### config.mk
export PLATFORM = sky130hd
export DESIGN_NAME = adc_sar_sequencer
export DESIGN_NICKNAME = d
export VERILOG_FILES = /design/src/rtl/adc_pkg.sv /design/src/rtl/sar_core.sv /design/src/rtl/adc_sar_sequencer.sv
export SDC_FILE = /design/constraint.sdc
export NUM_CORES = 1
export LEC_CHECK = 0
export ABC_AREA = 1
export BUFFER_PORTS_ARGS = -buffer_cell sky130_fd_sc_hd__buf_2
export CAP_MARGIN = 25
export CORE_MARGIN = 2
export CORE_UTILIZATION = 60
export CTS_CLUSTER_SIZE = 30
export DETAILED_ROUTE_END_ITERATION = 6
export PLACE_DENSITY = 0.81
export SLEW_MARGIN = 10
export SYNTH_ARGS = -nofsm -noshare
export SYNTH_HDL_FRONTEND = slang
export SYNTH_SLANG_ARGS = --single-unit
### constraint.sdc
create_clock -name CLK -period 3.78 [get_ports CLK]
set_clock_uncertainty 0.15 [all_clocks]
set_input_delay 0.189 -clock CLK [delete_from_list [all_inputs] [get_ports CLK]]
set_output_delay 0.189 -clock CLK [all_outputs]
set_load 0.005 [all_outputs]
### src/rtl/adc_pkg.sv
// Shared SAR sequencer state encoding and default conversion parameters.
// The Controller bench picks up the DEF_* constants from here as well.
package adc_pkg;

    typedef enum logic [1:0] {
        IDLE    = 2'd0,
        SAMPLE  = 2'd1,
        CONVERT = 2'd2,
        DONE    = 2'd3
    } state_t;

    localparam int DEF_WIDTH         = 8;
    localparam int DEF_SAMPLE_CYCLES = 4;
    localparam int DEF_AVG_LOG2      = 0;

endpackage

### src/rtl/sar_core.sv
// One successive-approximation conversion: track for SAMPLE_CYCLES, then resolve one bit per cycle MSB first.
// The final code is presented combinationally on the last bit cycle so the caller can accumulate it on that edge.
module sar_core
    import adc_pkg::*;
#(
    parameter int WIDTH         = DEF_WIDTH,
    parameter int SAMPLE_CYCLES = DEF_SAMPLE_CYCLES
) (
    input  logic             CLK,
    input  logic             rst,
    input  logic             start,
    input  logic             comp,
    output logic             sample_hold,
    output logic [WIDTH-1:0] dac_code,
    output logic             conv_done,
    output logic [WIDTH-1:0] conv_code
);

    localparam int IW = (WIDTH > 1) ? $clog2(WIDTH) : 1;

    state_t            phase;
    logic [3:0]        samp_cnt;
    logic [IW-1:0]     bit_idx;
    logic [WIDTH-1:0]  bit_mask;
    logic [WIDTH-1:0]  kept;

    // dac_code always holds the settled bits plus the trial bit, so no separate result register is needed
    always_comb begin
        bit_mask  = WIDTH'(1) << bit_idx;
        kept      = comp ? dac_code : (dac_code & ~bit_mask);
        conv_done = (phase == CONVERT) && (bit_idx == '0);
        conv_code = kept;
    end

    always_ff @(posedge CLK) begin
        if (rst) begin
            phase       <= IDLE;
            samp_cnt    <= '0;
            bit_idx     <= '0;
            sample_hold <= 1'b0;
            dac_code    <= '0;
        end else begin
            case (phase)
                IDLE: begin
                    if (start) begin
                        phase       <= SAMPLE;
                        samp_cnt    <= '0;
                        sample_hold <= 1'b1;
                        dac_code    <= '0;
                    end
                end
                SAMPLE: begin
                    if (samp_cnt == 4'(SAMPLE_CYCLES - 1)) begin
                        phase       <= CONVERT;
                        bit_idx     <= IW'(WIDTH - 1);
                        sample_hold <= 1'b0;
                        dac_code    <= WIDTH'(1) << (WIDTH - 1);
                    end else begin
                        samp_cnt <= samp_cnt + 4'd1;
                    end
                end
                CONVERT: begin
                    if (bit_idx == '0) begin
                        // chained start skips IDLE so averaged conversions run back to back
                        phase       <= start ? SAMPLE : IDLE;
                        sample_hold <= start;
                        samp_cnt    <= '0;
                        dac_code    <= '0;
                    end else begin
                        bit_idx  <= bit_idx - IW'(1);
                        dac_code <= kept | (bit_mask >> 1);
                    end
                end
                default: phase <= IDLE;
            endcase
        end
    end

endmodule

### src/rtl/adc_sar_sequencer.sv
// SAR ADC sequencer top: owns IDLE/DONE, the averaging accumulator and the held ADC result.
// The sample/convert stepping of each individual conversion is delegated to sar_core.
module adc_sar_sequencer
    import adc_pkg::*;
#(
    parameter int WIDTH         = DEF_WIDTH,
    parameter int SAMPLE_CYCLES = DEF_SAMPLE_CYCLES,
    parameter int AVG_LOG2      = DEF_AVG_LOG2
) (
    input  logic             CLK,
    input  logic             rst,
    input  logic             Start,
    input  logic             Comp,
    output logic             Sample_Hold,
    output logic [WIDTH-1:0] DAC_Code,
    output logic             Busy,
    output logic [WIDTH-1:0] ADC,
    output logic             ADC_Valid
);

    localparam int ACC_W = WIDTH + AVG_LOG2;
    localparam int CW    = AVG_LOG2 + 1;
    localparam logic [CW-1:0] LAST_CONV = CW'((1 << AVG_LOG2) - 1);

    state_t            state;
    logic [ACC_W-1:0]  acc;
    logic [CW-1:0]     avg_cnt;
    logic              core_start;
    logic              conv_done;
    logic [WIDTH-1:0]  conv_code;

    // While a run is in progress this FSM sits in CONVERT; the core tracks SAMPLE vs bit stepping itself
    assign core_start = ((state == IDLE) && Start) ||
                        ((state == CONVERT) && conv_done && (avg_cnt != LAST_CONV));

    sar_core #(
        .WIDTH         (WIDTH),
        .SAMPLE_CYCLES (SAMPLE_CYCLES)
    ) u_core (
        .CLK         (CLK),
        .rst         (rst),
        .start       (core_start),
        .comp        (Comp),
        .sample_hold (Sample_Hold),
        .dac_code    (DAC_Code),
        .conv_done   (conv_done),
        .conv_code   (conv_code)
    );

    always_ff @(posedge CLK) begin
        if (rst) begin
            state     <= IDLE;
            acc       <= '0;
            avg_cnt   <= '0;
            Busy      <= 1'b0;
            ADC       <= '0;
            ADC_Valid <= 1'b0;
        end else begin
            ADC_Valid <= 1'b0;
            case (state)
                IDLE: begin
                    if (Start) begin
                        state   <= CONVERT;
                        acc     <= '0;
                        avg_cnt <= '0;
                        Busy    <= 1'b1;
                    end
                end
                CONVERT: begin
                    if (conv_done) begin
                        acc <= acc + ACC_W'(conv_code);
                        if (avg_cnt == LAST_CONV) state <= DONE;
                        else                      avg_cnt <= avg_cnt + CW'(1);
                    end
                end
                DONE: begin
                    ADC       <= WIDTH'(acc >> AVG_LOG2);
                    ADC_Valid <= 1'b1;
                    Busy      <= 1'b0;
                    state     <= IDLE;
                end
                default: state <= IDLE;
            endcase
        end
    end

endmodule

## After elaboration in Yosys (flattened, before gate mapping)

Cells that the tools add are included.

- Flip-flop bits (word level): 39
- Input bits: 4
- Output and inout port bits: 19
- Word-level logic and storage cells: 87

- $add $sub $neg: 4
- Multiplexer cells: 35
- Bitwise operators: 3
- Equality and inequality tests: 13
- Reduce and logical (&&, ||, !) cells: 20
- Shifts and indexed selects: 1

Operator list:

| kind | number |
|---|---|
| $mux 8 | 6 |
| $pmux 8 s3 | 1 |
| $pmux 8 s2 | 1 |
| $reduce_and 3->1 | 5 |
| $mux 2 | 6 |
| $mux 4 | 3 |
| $ne 2x2->1 const B | 6 |
| $pmux 4 s3 | 1 |
| $mux 1 | 9 |
| $add 8x8->8 | 1 |
| $and 8x8->8 | 1 |
| $not 8->8 | 1 |
| $or 8x7->8 | 1 |
| $reduce_and 4->1 | 2 |
| $shl 1x3->8 const A | 1 |
| $eq 2x2->1 const B | 3 |
| $mux 3 | 2 |
| $pmux 2 s3 | 1 |
| $pmux 3 s2 | 1 |
| $reduce_bool 2->1 | 3 |
| $add 4x1->4 const B | 1 |
| $eq 4x2->1 const B | 1 |
| $logic_and 1x1->1 | 4 |
| $logic_not 2->1 | 2 |
| other kinds (11) | 13 |

## Depth between registers and ports, before layout

- Depth in word-level cells: 8
- Gate-level depth with buffers: 15

## Hierarchy

A second synthesis with hierarchy kept.

- Cell total of the unflattened synthesis: 324
- Area, all modules: 2273.4 µm²

By module, submodules not included:

| module | cells an instance | sequential area each (µm²) | area an instance (µm²) | instances |
|---|---|---|---|---|
| sar_core | 186 | 360.3 | 1216.2 | 1 |
| adc_sar_sequencer | 138 | 400.4 | 1057.3 | 1 |

## Worst setup path before layout

OpenSTA, ideal clock, no wires.

- Path type: flip-flop to flip-flop
- From: register u_core.bit_idx[0]
- To: register acc[6]
- Cell stages (with the launch flop): 16
- Setup time: 0.113 ns
- Setup slack: 1.493 ns
- Data arrival time: 2.024 ns
- Path through: dfxtp_1 inv_1 ha_1 nand2_2 o21ai_0 inv_1 ha_1 inv_1 fa_1 nand3b_1 nand2_1 nand3_1 nand2_1 nand2_1 nand3_1 nand2_1

- Cells in the longest elaborated chain, start to end: 7
- Elaborated cells between the ends (all ways): 11
- Those cells by class: add/sub: 1; eq/ne: 1; shift: 1; mux: 3; bitwise: 2; reduce/logical: 3

RTL lines:

| item | RTL line | source |
|---|---|---|
| start, declared | sar_core.sv:23 | `logic [IW-1:0] bit_idx;` |
| start signal, assigned | sar_core.sv:55 | `bit_idx <= IW'(WIDTH - 1);` |
| start signal, assigned | sar_core.sv:70 | `bit_idx <= bit_idx - IW'(1);` |
| $shl 1x3->8 | sar_core.sv:29 | `bit_mask = WIDTH'(1) << bit_idx;` |
| $not 8->8 | sar_core.sv:30 | `kept = comp ? dac_code : (dac_code & ~bit_mask);` |
| $and 8x8->8 | sar_core.sv:30 |  |
| $mux 8 | sar_core.sv:30 |  |
| $add 8x8->8 | adc_sar_sequencer.sv:71 | `acc <= acc + ACC_W'(conv_code);` |
| $mux 8 | adc_sar_sequencer.sv:70 | `if (conv_done) begin` |
| $pmux 8 s2 | adc_sar_sequencer.sv:60 | `case (state)` |
| end signal, assigned | adc_sar_sequencer.sv:71 |  |
| end, declared | adc_sar_sequencer.sv:26 | `logic [ACC_W-1:0] acc;` |

Parallel ways exist; a longest one is shown, timed or not. The select of a mux whose other input is x is not followed.
A chain may end at the register's enable or synchronous reset.

## Final worst setup path

Ends and elaborated chain as after synthesis.

==> reports/results.md <==
- async set-reset flop share out of synthesis: 0%
- routability congestion estimate from global placement: 0.891
- final count of hold timing violations: 0
- Crit-path slowest cell: sky130_fd_sc_hd__dfxtp_1
- Hold Crit Endpoint: Busy$_SDFFE_PP0P_
- cell area after technology mapping: 2190 um^2
- 1st-pass router iterations: 4
- share of cells above drive strength 1: 16.5%
- CTS tree: done
- area of the core: 3420 um^2
- effective utilization at floorplan: 64.1%
- final worst hold slack: 22.2 ps
- setup bufs post-CTS: 0
- number of sinks handled by clock tree synthesis: 38
- CP Max Fanout: 4
- ports placed on the boundary: 23
- iteration-0 DRC count of the detailed router: 66
- startpoint type of the worst setup path: flip-flop
- slew of the pin with the lowest slew margin: 674 ps
- die area: 4150 um^2
- worst path cell trace: inv_1 -> ha_1 -> nand2_2 -> o21ai_0 -> inv_1 -> ha_1 -> inv_1 -> fa_1 -> nand3b_1 -> nand2_1 -> nand3_1 -> nand2_1 -> nand2_1 -> nand3_1 -> nand2_1
- leakage power of the design: 1.17 nW
- status: complete, no violations
- number of buffer and inverter stages on the critical path: 3
- quantity of I/O buffers inserted on ports: 22
- via count of the first global-routing pass: 1,848
- startpoint of the worst hold path: Start
- Synthesis Warnings: 0
- area share of the leading cell type in the synthesized netlist: 34.7%
- overall routed net length: 4.39 mm
- per-cell routed wire length: 11.9 um
- Reg2Reg Setup Slack: 1260 ps
- post-layout net count: 344
- area used by multi-input combinational logic: 1240 um^2
- synth top area cells: sky130_fd_sc_hd__dfxtp_1 (35%), sky130_fd_sc_hd__nand2_1 (11%), sky130_fd_sc_hd__ha_1 (10%)
- maximum ir drop on the vdd rail: 0.383 mV
- Worst R2R End: acc[6]$_SDFFE_PP0P_
- critical path required time: 3880 ps
- setup repair after global routing missed its margin: no
- Final period util: 66.6%
- clock buffer depth: 2
- post-DP HPWL: 3.38 mm
- relative area change from synthesis to final layout: 9.14%
- count of cells resized by post-cts repair: 0
- global-route usage over all layers: 24.2%
- hold-critical path depth: 3
- worst setup path category: reg2reg
- dominant synthesized flop cell: sky130_fd_sc_hd__dfxtp_1
- number of different library cells in the post-synthesis netlist: 35
- number of antenna diodes: 0
- Die Height: 64.4 um
- number of cells after detailed placement: 360
- Seq/Total Area, Yosys: 34.7%
- register bit count reported by yosys: 38
- wire length of the first global-routing pass: 7.86 mm
- number of instances in the synthesized netlist: 297
- buffer type at the clock tree root: sky130_fd_sc_hd__clkbuf_4
- kind of capture point of the worst setup path: flip-flop
- Detail Route Antenna Nets: 0
- register area: 761 um^2
- final setup TNS: 0 ps
- CP arrival: 2610 ps
- die boundary width: 64.4 um
- most frequent cells after synthesis: sky130_fd_sc_hd__nand2_1 (62), sky130_fd_sc_hd__dfxtp_1 (38), sky130_fd_sc_hd__inv_1 (36), sky130_fd_sc_hd__nand3_1 (31)
- hold buffer count at CTS: 0
- fillcell total: 305
- Clock transition at path regs: 110 ps
- Final Critical Period: 2520 ps
- cell count of the worst reg-to-reg path: 15
- most common cell type on the critical path: sky130_fd_sc_hd__nand2_1
- fmax: 397 MHz
- largest net degree at the start of global routing: 21
- overflow left after global routing: 0
- EDFF count, synth: 0
- count of non-filler cells in the finished layout: 368
- mean instance size in the synthesized netlist: 7.37 um^2
- latest clock arrival within the worst-skew pair: 340 ps
- most repeated cell in the gate-level netlist after synthesis: sky130_fd_sc_hd__nand2_1
- overall via count from detail_route: 1,922
- worst relative slew slack: 55.0%
- final count of pins violating max slew: 0
- delay of the slowest cell on the worst path: 390 ps
- number of buffers created by CTS: 5
- number of placement rows: 21
- number of antenna violations at the first check in global routing: 0
- Max-Cap Viols: 0
- net count after synthesis: 320
- number of setup violations in the final report: 0
- path class of the lowest-slack min-delay path: in2reg
- beginning of the worst register-to-register path: u_core.bit_idx[0]$_SDFFE_PP0P_
- via-per-instance ratio: 5.22
- total DRC errors in the routed layout: 0
- largest area contributor in the netlist: sky130_fd_sc_hd__dfxtp_1
- power density over the cells: 573 nW/um^2
- kind of cell adding the most delay to the critical path: adder cells
- H-tree levels: 2
==> worst max path at each step <==
stage | from | endpoint | slack (ps) | depth (start not counted)
final | u_core.bit_idx[0]$_SDFFE_PP0P_ | acc[6]$_SDFFE_PP0P_ | 1260 | 15
after floorplan | u_core.bit_idx[0]$_SDFFE_PP0P_ | acc[6]$_SDFFE_PP0P_ | 1490 | 15
after global routing | u_core.bit_idx[0]$_SDFFE_PP0P_ | acc[6]$_SDFFE_PP0P_ | 1010 | 15
after global placement | u_core.bit_idx[0]$_SDFFE_PP0P_ | acc[6]$_SDFFE_PP0P_ | 1390 | 15
after detailed placement | u_core.bit_idx[0]$_SDFFE_PP0P_ | acc[6]$_SDFFE_PP0P_ | 1290 | 15
after CTS | u_core.bit_idx[0]$_SDFFE_PP0P_ | acc[6]$_SDFFE_PP0P_ | 1280 | 15
==> metal layers <==
layer  global-route usage, %  wire [um]  vias up
met2                    41.0       2010       36
met1                    29.9       2130      858
met3                    5.90        167       10
li1                        -          -     1018
met4                    9.04         84        0
met5                       0          0        -
==> through the flow <==
stage / instance area, um^2 / setup WS, ps / total power [mW] / util (%)
global placement: 2330 / 1390 / 1.15 / 68.2
floorplan: 2190 / 1490 / 1.02 / -
finish: 2390 / 1260 / 1.37 / 70.0
detailed placement: 2330 / 1290 / 1.16 / 68.2
CTS: 2390 / 1280 / 1.37 / 70.0
global route: 2390 / 1010 / 1.48 / 70.0
==> flip-flops by register name, indices dropped and copies added (netlist names) <==
name,cells
u_core.bit_idx,3
u_core.dac_code,8
u_core.phase,2
ADC,8
u_core.samp_cnt,4
Busy,1
state,2
ADC_Valid,1
u_core.sample_hold,1
acc,8
==> worst min-delay path: stages <==
cell and delay [ps]:
sky130_fd_sc_hd__buf_2 110, sky130_fd_sc_hd__nand2_4 110, sky130_fd_sc_hd__a21oi_1 70
==> cells by family after synthesis <==
kind of cell / count (synthesis) / synth area share [%]
AND/OR/NAND/NOR: 137 / 30.0
flip-flops: 38 / 34.7
buffers and inverters: 45 / 8.46
AO/OA/AOI/OAI: 54 / 14.0
XOR/XNOR: 4 / 1.60
adder cells (fa/ha/maj): 19 / 11.2
==> layout by cell type (no fill, tap or decap), types with 5 or more instances in the layout <==
cell	instances
sky130_fd_sc_hd__a21oi_1	21
sky130_fd_sc_hd__buf_2	22
sky130_fd_sc_hd__clkbuf_4	5
sky130_fd_sc_hd__dfxtp_1	38
sky130_fd_sc_hd__ha_1	18
sky130_fd_sc_hd__inv_1	36
sky130_fd_sc_hd__nand2_1	62
sky130_fd_sc_hd__nand3_1	31
sky130_fd_sc_hd__nor2_1	20
sky130_fd_sc_hd__nor2_2	7
sky130_fd_sc_hd__o21ai_0	21
==> where the power goes <==
| part | leakage, nW | internal (mW) | switching (mW) |
|---|---|---|---|
| clock | 0.0353 | 0.0902 | 0.132 |
| combinational | 0.828 | 0.224 | 0.414 |
| sequential | 0.309 | 0.457 | 0.0523 |
| total | 1.17 | 0.770 | 0.598 |
==> layout make-up <==
class,count,area share (%)
Multi-Input combinational cell,214,52.0
Sequential cell,38,31.8
Inverter,40,6.60
Timing Repair Buffer,22,4.61
Tap cell,46,2.41
Clock buffer,7,2.30
Clock inverter,1,0.209
Note: power is estimated with default switching activity, not from simulation.
